**src/rtl/bshift.sv**
```systemverilog
// Registered logical barrel shifter: left and right zero-filled copies of data_in.
// One-cycle latency and one result per cycle; no backpressure, in_valid qualifies each capture.
module bshift #(
  parameter int WIDTH   = 16,
  parameter int SHIFT_W = $clog2(WIDTH)
) (
  input  logic               clk,
  input  logic               rst_n,
  input  logic               in_valid,
  input  logic [WIDTH-1:0]   data_in,
  input  logic [SHIFT_W-1:0] shift_amt,
  output logic [WIDTH-1:0]   l_data_out,
  output logic [WIDTH-1:0]   r_data_out,
  output logic               out_valid
);

  logic [WIDTH-1:0] w_l_shift;
  logic [WIDTH-1:0] w_r_shift;
  logic [WIDTH-1:0] r_l_data;
  logic [WIDTH-1:0] r_r_data;
  logic             r_valid;

  // Stage k moves by 2^k; distances >= WIDTH fall out as zero naturally.
  always_comb begin
    w_l_shift = data_in;
    w_r_shift = data_in;
    for (int k = 0; k < SHIFT_W; k++) begin
      if (shift_amt[k]) begin
        w_l_shift = w_l_shift << (1 << k);
        w_r_shift = w_r_shift >> (1 << k);
      end
    end
  end

  always_ff @(posedge clk or negedge rst_n) begin
    if (!rst_n) begin
      r_l_data <= '0;
      r_r_data <= '0;
      r_valid  <= 1'b0;
    end else begin
      r_valid <= in_valid;
      if (in_valid) begin
        r_l_data <= w_l_shift;
        r_r_data <= w_r_shift;
      end
    end
  end

  assign l_data_out = r_l_data;
  assign r_data_out = r_r_data;
  assign out_valid  = r_valid;

endmodule

```
**config.mk**
```make
export PLATFORM = sky130hd
export DESIGN_NAME = bshift
export DESIGN_NICKNAME = d
export VERILOG_FILES = /design/src/rtl/bshift.sv
export SDC_FILE = /design/constraint.sdc
export NUM_CORES = 1
export LEC_CHECK = 0
export ABC_CLOCK_PERIOD_IN_PS = 2100
export BUFFER_PORTS_ARGS = -buffer_cell sky130_fd_sc_hd__buf_2
export CORE_ASPECT_RATIO = 1.2
export CORE_MARGIN = 5
export CORE_UTILIZATION = 55
export CTS_CLUSTER_SIZE = 12
export DETAILED_ROUTE_END_ITERATION = 12
export PLACE_DENSITY = 0.81
export SLEW_MARGIN = 20
export SYNTH_ARGS = -nofsm -noshare
export SYNTH_HDL_FRONTEND = slang
export SYNTH_SLANG_ARGS = --single-unit
```
**constraint.sdc**
```tcl
create_clock -name clk -period 2.1 [get_ports clk]
set_input_delay 0.315 -clock clk [delete_from_list [all_inputs] [get_ports clk]]
set_output_delay 0.315 -clock clk [all_outputs]
set_load 0.01 [all_outputs]
```
* Yosys cells after proc, flatten, opt, wreduce, memory -nomap -nowiden
Cells that the tools add are included.
** Word-level totals
- Bits in registers :: 33
- Logic and storage cells :: 11
- Input port bits :: 23
- Output and inout port bits :: 33
** Cells by class
- Mux-type cells :: 8
** Operators with widths (count)
- two-way mux 16 bit :: 8

* Depth between registers and ports, before layout
Gate-level depths: netlist (run 1).
- Depth in word-level cells :: 4
- Gate-level depth with buffers :: 8
- Depth with buffers taken out :: 4

* Worst setup path after synthesis (run 1)
OpenSTA, ideal clock, no wires.
- Path type :: input-to-reg
- Start point :: input port shift_amt[0]
- End point :: register r_r_data[4] (netlist: r_data_out[4])
- Library setup time :: 82 ps
- Path buffers :: 2
- Data arrival time :: 1513 ps
- Stages :: 6
- Data required time :: 2018 ps
- Slack :: 505 ps
- Path through :: buf_6 > buf_12 > mux2i_1 > mux4_2 > or2_0 > a31oi_1
** On the way
- Cells in the longest elaborated chain, start to end :: 4
** RTL lines
- start: declaration :: line 11 : input logic [SHIFT_W-1:0] shift_amt,
- two-way mux 16 bit (4 in a row) :: line 28 : if (shift_amt[k]) begin
- end signal: assignment :: line 44 : r_r_data <= w_r_shift;
- end: declaration :: line 20 : logic [WIDTH-1:0] r_r_data;
No other way between the ends.
A chain may end at the register's enable or synchronous reset.

* Final worst setup path (run 1)
- Start point :: input port shift_amt[1]
- End point :: register r_r_data[8] (netlist: r_data_out[8])
** On the way
- Cells in the longest elaborated chain, start to end :: 3
** RTL lines (line)
- two-way mux 16 bit (3 in a row) :: 28
No other way between the ends.

==> reports/metrics.yaml, run 1 <==
floorplanning:
  floorplan.die_area_mm2: 0.006090
  num_rows: 27
  die-height_um: 84.50
  die_width_um: 72.08
  initial_core_util_pct: 56.19
  ios: 56
  core_area_mm2: 0.004527
placement:
  place.detailed.instances: 369
  detailed_place_hpwl_mm: 5.267
  finalWeightedCongestion: 0.9175
  port_buffers: 55
  postPlaceCellArea_mm2: 0.002867
synthesis:
  yosysTopAreaCell: "dfrtp_1"
  synth_common_cells: "dfrtp_1 (33), nor2_1 (26), mux2i_1 (25), inv_1 (18)"
  synth_largest_type_area_fraction_pct: 32.46
  synth.yosys.warnings: 0
  number_of_nets_produced_by_synthesis: 290
  netlist_top_cells_area: "dfrtp_1 (32%), mux2i_1 (9.8%), mux4_1 (6.2%)"
  synth_flop_cell: "dfrtp_1"
  synth_cell_types: 48
  synth.yosys.seq_area_share_pct: 32.46
  synth_seq_cells: 33
  synthArstFlopShare_pct: 100.0
  avgSynthCellArea_um2: 9.527
  post_synth_instance_area_mm2: 0.002544
  synth_enable_flop_cells: 0
  synth_most_common_cell: "dfrtp_1"
  postSynthCellCount: 267
power_and_ir_drop:
  fin_total_pwr_w: 0.001901
  power.density_mw_per_mm2: 637.2
  max_ir_drop_vdd_v: 0.0003166
  switching_power_as_a_share_of_total_power_pct: 30.32
  total_net_switching_power_w: 0.0005762
  comb_power_share_pct: 29.0
  p_int_w: 0.001325
  power_leakage_nw: 1.366
  clock_power_share_pct: 32.5
  power_frac_seq_pct: 38.5
route:
  drc_violation_count_after_routing: 0
  detail_route.first_pass.iterations: 5
  wl_per_cell_um: 18.65
  avgViaCountPerCell: 6.443
  drt_wl_total_mm: 7.030
  detail_route.iter0.violations: 252
  num_vias: 2429
  ant_nets: 0
cts:
  clkSlewWorstSetupHoldPaths_ps: 70
  cts_hold_buffers: 0
  cts-root-buf: "clkbuf_8"
  cts.sink_count: 33
  postCtsResizedCells: 0
  clkLatencyLatePin_ps: 280
  cts_inserted_buffers: 5
  ctsHtreeMaxLevel: 2
  cts_max_path_buffers: 2
  tritoncts: "done"
  cts_setup_buffers: 0
cells_and_area:
  final_cell_area_mm2: 0.002983
  area_growth_syn_to_layout_pct: 17.27
  layoutNonFillerInstCount: 377
  nFillCells: 417
  ff_latch_area_um2: 825.8
  layout_cell_share_with_drive_strength_beyond_1_pct: 28.53
  final_nets: 341
  antenna-diode-count: 0
  footprint_of_the_multi_input_gates_mm2: 0.001503
sta:
  final.setup.tns_ps: 0
  grt_setup_unrepaired: "false"
  fin_crit_ps: 1586
  timing.slew.headroom_pct: 52.06
  finalMaxSlewViolations: 0
  tightest_slew_ps: 719.1
  hold_viol_final: 0
  final.period_utilization_pct: 75.53
  fmax_ghz: 0.6305
  setup_viol_count_final: 0
  finalClockSkew_ps: 0
global_routing:
  grt_start_max_net_pins: 38
  first_global_vias: 2308
  remaining_global_route_overflow: 0
  grt_antenna_before_repair: 0
  grt_pass1_wl_mm: 11.72
  gr-usage-all-layers_pct: 24.41
critical_path:
  timing.critical_path.fanout_max: 37
  rrSetupSlack_ps: 1190
  required_ps: 2330
  element_type_at_the_critical_path_start: "primary input"
  launch_point_of_the_worst_reg_to_reg_path: "r_data_out[1]$_DFFE_PN0P_"
  criticalPathCategory: "in -> reg"
  worst_ep_arrival_time_ps: 1810
  worst_setup_path_startpoint: "shift_amt[1]"
  cp-end-kind: "flip-flop"
flow_run:
  count_of_maximum_capacitance_violations: 0
hold_path:
  min_path_type: "in -> async"
status:
  run_status: "complete, no violations"
## area by class of cell
class | count | area share (%)
clock buffers | 7 | 2.894
clock inverters | 1 | 1.007
inverters | 18 | 2.265
multi-input cells | 192 | 50.38
flip-flops and latches | 33 | 27.68
well taps | 58 | 2.433
repair buffers | 68 | 13.34
## kinds of logic (layout without fill, tap and decap cells)
logic type             Yosys count  after routing  share of synthesized area [%]
AOI/OAI and AO/OA               64             64                          17.81
buffers and inverters           42             94                          8.460
DFF                             33             33                          32.46
muxes                           42             42                          24.00
and+or+nand+nor                 86             86                          17.27
## flip-flops by register name, indices dropped and copies added, names as in the netlist
register	count
l_data_out	16
out_valid	1
r_data_out	16
## metrics by stage
stage	util, %	hold WS [ps]	setup WS (ps)
CTS	65.89	100.5	532.6
global placement	63.32	396.1	268.8
finish	65.89	74.44	513.9
detailed placement	63.32	413.2	230.6
global route	65.89	146.4	359.3
floorplan	-	19.41	505.2
## path summary, 6_finish.rpt
kind / end / depth (start not counted)
worst max register to register: r_data_out[1]$_DFFE_PN0P_ / 3
worst min-delay path: r_data_out[12]$_DFFE_PN0P_ / 1
worst max-delay path: r_data_out[8]$_DFFE_PN0P_ / 5
min in group clk: out_valid$_DFF_PN0_ / 1
worst min register to register: r_data_out[8]$_DFFE_PN0P_ / 1
max in group asynchronous: out_valid$_DFF_PN0_ / 1
## cell usage in the layout (no fill, tap or decap), types with 7 or more instances in the layout
| cell type | Yosys | layout |
|---|---|---|
| a21oi_1 | 12 | 12 |
| buf_2 | 6 | 55 |
| buf_4 | 0 | 11 |
| dfrtp_1 | 33 | 33 |
| inv_1 | 18 | 18 |
| mux2i_1 | 25 | 25 |
| mux4_2 | 7 | 7 |
| nand2_1 | 12 | 12 |
| nand2b_1 | 9 | 9 |
| nand3_1 | 10 | 10 |
| nor2_1 | 26 | 26 |
| nor2b_1 | 8 | 8 |
| o22ai_1 | 11 | 11 |
## power by group through the flow
stage	Combinational, W	Clock (W)	Sequential [W]
5_1_grt	0.000601	0.000660	0.000740
3_3_place_gp	0.000540	0	0.000741
4_1_cts	0.000549	0.000625	0.000733
2_1_floorplan	0.000313	0	0.000775
3_5_place_dp	0.000549	0	0.000744
6_report	0.000551	0.000618	0.000731
## metal layers
layer  part of all wire, %  track usage (%)
met4                   2.6            10.43
met1                    41            34.35
met5                     0                0
met2                    47            36.45
met3                   9.2            4.671
## critical path, cell delays in order
cell and delay [ps]:
buf_2 500, buf_4 270, mux2_2 390, a21oi_1 160, mux2_2 160
No activity file was read; power rests on OpenSTA's default activity.
==> inputs of run 2 (changes only) <==
--- a/config.mk
+++ b/config.mk
@@ -5,7 +5,7 @@
 export SDC_FILE = /design/constraint.sdc
 export NUM_CORES = 1
 export LEC_CHECK = 0
-export ABC_CLOCK_PERIOD_IN_PS = 2100
+export ABC_CLOCK_PERIOD_IN_PS = 1600
 export BUFFER_PORTS_ARGS = -buffer_cell sky130_fd_sc_hd__buf_2
 export CORE_ASPECT_RATIO = 1.2
 export CORE_MARGIN = 5
==> constraint.sdc (replaced) <==
create_clock -name clk -period 1.6 [get_ports clk]
set_input_delay 0.24 -clock clk [delete_from_list [all_inputs] [get_ports clk]]
set_output_delay 0.24 -clock clk [all_outputs]
set_load 0.01 [all_outputs]
==> run 2 against run 1 <==
  * Register-to-register slack worse by 480 ps
  * Die area stayed put
  * Count of clock-buffer cells in the layout stayed put
  * Final area is 7.6% higher
  * Worst hold slack worse by 71 ps
  * Highest routed layer unchanged
==> reports/metrics.yaml, run 2 (synthesized netlist as in run 1, its figures left out) <==
cts:
  clkSlewWorstSetupHoldPaths_ps: 60  # was 70 ps
  ctsHtreeMaxLevel: 2  # unchanged
  cts.sink_count: 33  # unchanged
  cts_max_path_buffers: 2  # unchanged
  cts_hold_buffers: 0  # unchanged
  cts_setup_buffers: 0  # unchanged
  cts_inserted_buffers: 5  # unchanged
  postCtsResizedCells: 0  # unchanged
  tritoncts: "done"  # unchanged
  cts-root-buf: "clkbuf_8"  # unchanged
  clkLatencyLatePin_ps: 280  # about the same
critical_path:
  required_ps: 1780  # was 2330 ps
  timing.critical_path.buf_inv: 3  # was 2
  timing.critical_path.fanout_max: 18  # was 37
  rrSetupSlack_ps: 710  # was 1190 ps
  criticalPathCategory: "in -> reg"  # unchanged
  element_type_at_the_critical_path_start: "primary input"  # unchanged
  critical_path.top_delay_family: "buffers and inverters"  # unchanged
  worstSetupPathDepth: 6  # was 5
  crit_path_end: "l_data_out[6]$_DFFE_PN0P_"  # was r_data_out[8]$_DFFE_PN0P_
  launch_point_of_the_worst_reg_to_reg_path: "r_data_out[1]$_DFFE_PN0P_"  # unchanged
  worst_reg_to_reg_path_cell_count: 3  # unchanged
  worst_setup_path_startpoint: "shift_amt[1]"  # unchanged
  cp-end-kind: "flip-flop"  # unchanged
  path_common_cell: "buf_4"  # was mux2_2
  cp_slowest_cell: "buf_2"  # unchanged
  r2r_end: "r_data_out[1]$_DFFE_PN0P_"  # unchanged
  critical_path.cell_chain: "buf_2 > buf_4 > mux2i_1 > buf_4 > nor2_1 > o32ai_1"  # was buf_2 > buf_4 > mux2_2 > a21oi_1 > mux2_2
  worst_ep_arrival_time_ps: 1560  # was 1810 ps
  max_stage_delay_ps: 360  # was 500 ps
sta:
  fin_crit_ps: 1381
  final.hold.worst_slack_ps: 3.565  # was 74.44 ps
  final.period_utilization_pct: 86.34
  grt_setup_unrepaired: "false"  # unchanged
  timing.slew.headroom_pct: 52.04  # was 52.06%
  tightest_slew_ps: 719.4  # was 719.1 ps
  finalMaxSlewViolations: 0  # unchanged
  fmax_ghz: 0.7239
  final_critical_path_setup_slack_ps: 218.5  # was 513.9 ps
  finalClockSkew_ps: 0  # unchanged
  hold_viol_final: 0  # unchanged
  setup_viol_count_final: 0  # unchanged
route:
  avgViaCountPerCell: 6.231  # was 6.443
  detail_route.first_pass.iterations: 5  # unchanged
  drt_wl_total_mm: 7.428  # was 7.030 mm
  drc_violation_count_after_routing: 0  # unchanged
  num_vias: 2536  # was 2429
  detail_route.iter0.violations: 196  # was 252
  wl_per_cell_um: 18.25  # was 18.65 um
  ant_nets: 0  # unchanged
global_routing:
  grt_antenna_before_repair: 0  # unchanged
  gr-usage-all-layers_pct: 25.15  # was 24.41%
  grt_start_max_net_pins: 47  # was 38
  first_global_vias: 2421  # was 2308
  grt_pass1_wl_mm: 11.96  # was 11.72 mm
  remaining_global_route_overflow: 0  # unchanged
cells_and_area:
  layoutNonFillerInstCount: 407  # was 377
  mostFrequentLayoutCells: "buf_2 (55), buf_4 (40), dfrtp_1 (33), nor2_1 (26), mux2i_1 (25)"  # was buf_2 (55), dfrtp_1 (33), nor2_1 (26), mux2i_1 (25), inv_1 (18)
  area_growth_syn_to_layout_pct: 26.22  # was 17.27%
  layout_cell_share_with_drive_strength_beyond_1_pct: 34.67  # was 28.53%
  layout_commonest_cell: "buf_2"  # unchanged
  final_nets: 372  # was 341
  final_cell_area_mm2: 0.003211  # was 0.002983 mm^2
  antenna-diode-count: 0  # unchanged
power_and_ir_drop:
  power_leakage_nw: 1.509  # was 1.366 nW
  max_ir_drop_vdd_v: 0.0003186  # was 0.0003166 V
  fin_total_pwr_w: 0.002392  # was 0.001901 W
  power.density_mw_per_mm2: 745.1  # was 637.2 mW/mm^2
floorplanning:
  ios: 56  # unchanged
  floorplan.die_area_mm2: 0.006090  # unchanged
  initial_core_util_pct: 56.19  # unchanged
  core_area_mm2: 0.004527  # unchanged
  die-height_um: 84.50  # unchanged
  die_width_um: 72.08  # unchanged
  num_rows: 27  # unchanged
status:
  run_status: "complete, no violations"  # unchanged
placement:
  finalWeightedCongestion: 0.9525  # was 0.9175
  postPlaceCellArea_mm2: 0.003124  # was 0.002867 mm^2
  port_buffers: 55  # unchanged
  place.detailed.instances: 400  # was 369
  detailed_place_hpwl_mm: 5.631  # was 5.267 mm
  pre_cts_ws_ps: -60.61  # was 230.6 ps
hold_path:
  min_path_type: "in -> async"  # unchanged
flow_run:
  count_of_maximum_capacitance_violations: 0  # unchanged
==> run 2: cell count changes in the layout (fill, tap and decap cells not counted) <==
cell,change
buf_4,+29
buf_12,+2
bufinv_16,-1
==> run 2: layout make-up <==
cell class | count | area (um^2)
Clock buffer | 7 | 86.33
Multi-Input combinational cell | 192 | 1503
Fill cell | 375 | 1316
Tap cell | 58 | 72.57
Inverter | 18 | 67.56
Timing Repair Buffer | 99 | 655.6
Sequential cell | 33 | 825.8
==> run 2: how the worst min path moves through the flow <==
| stage | from | endpoint | slack [ps] | cells after the start |
|---|---|---|---|---|
| finish | rst_n | r_data_out[13]$_DFFE_PN0P_ | 4 | 1 |
| global route | rst_n | l_data_out[10]$_DFFE_PN0P_ | 80 | 1 |
| CTS | rst_n | r_data_out[13]$_DFFE_PN0P_ | 40 | 1 |
| detailed placement | rst_n | r_data_out[13]$_DFFE_PN0P_ | 350 | 1 |
| global placement | rst_n | r_data_out[12]$_DFFE_PN0P_ | 320 | 1 |
| floorplan | rst_n | l_data_out[0]$_DFFE_PN0P_ | -60 | 0 |
==> run 2: through the flow <==
stage / util [%] / setup TNS, ps
2_1_floorplan: - / 0
3_3_place_gp: 69.02 / -150.0
3_5_place_dp: 69.02 / -475.3
4_1_cts: 70.92 / 0
5_1_grt: 70.92 / 0
6_report: 70.92 / 0
==> run 2: metal layers <==
metal	vias up	part of all wire, %	track usage (%)
met5	-	0	0
li1	1172	-	-
met4	0	3.6	13.16
met2	155	48	39.27
met1	1185	40	34.38
met3	24	8.7	2.275
==> run 2: power breakdown <==
part	switching [W]	leakage (nW)	internal [W]	total [W]
combinational	0.000431	1.05	0.000378	0.000809
clock	0.000282	0.0443	0.000341	0.000623
sequential	0.0000410	0.413	0.000919	0.000960
total	0.000754	1.51	0.00164	0.00239
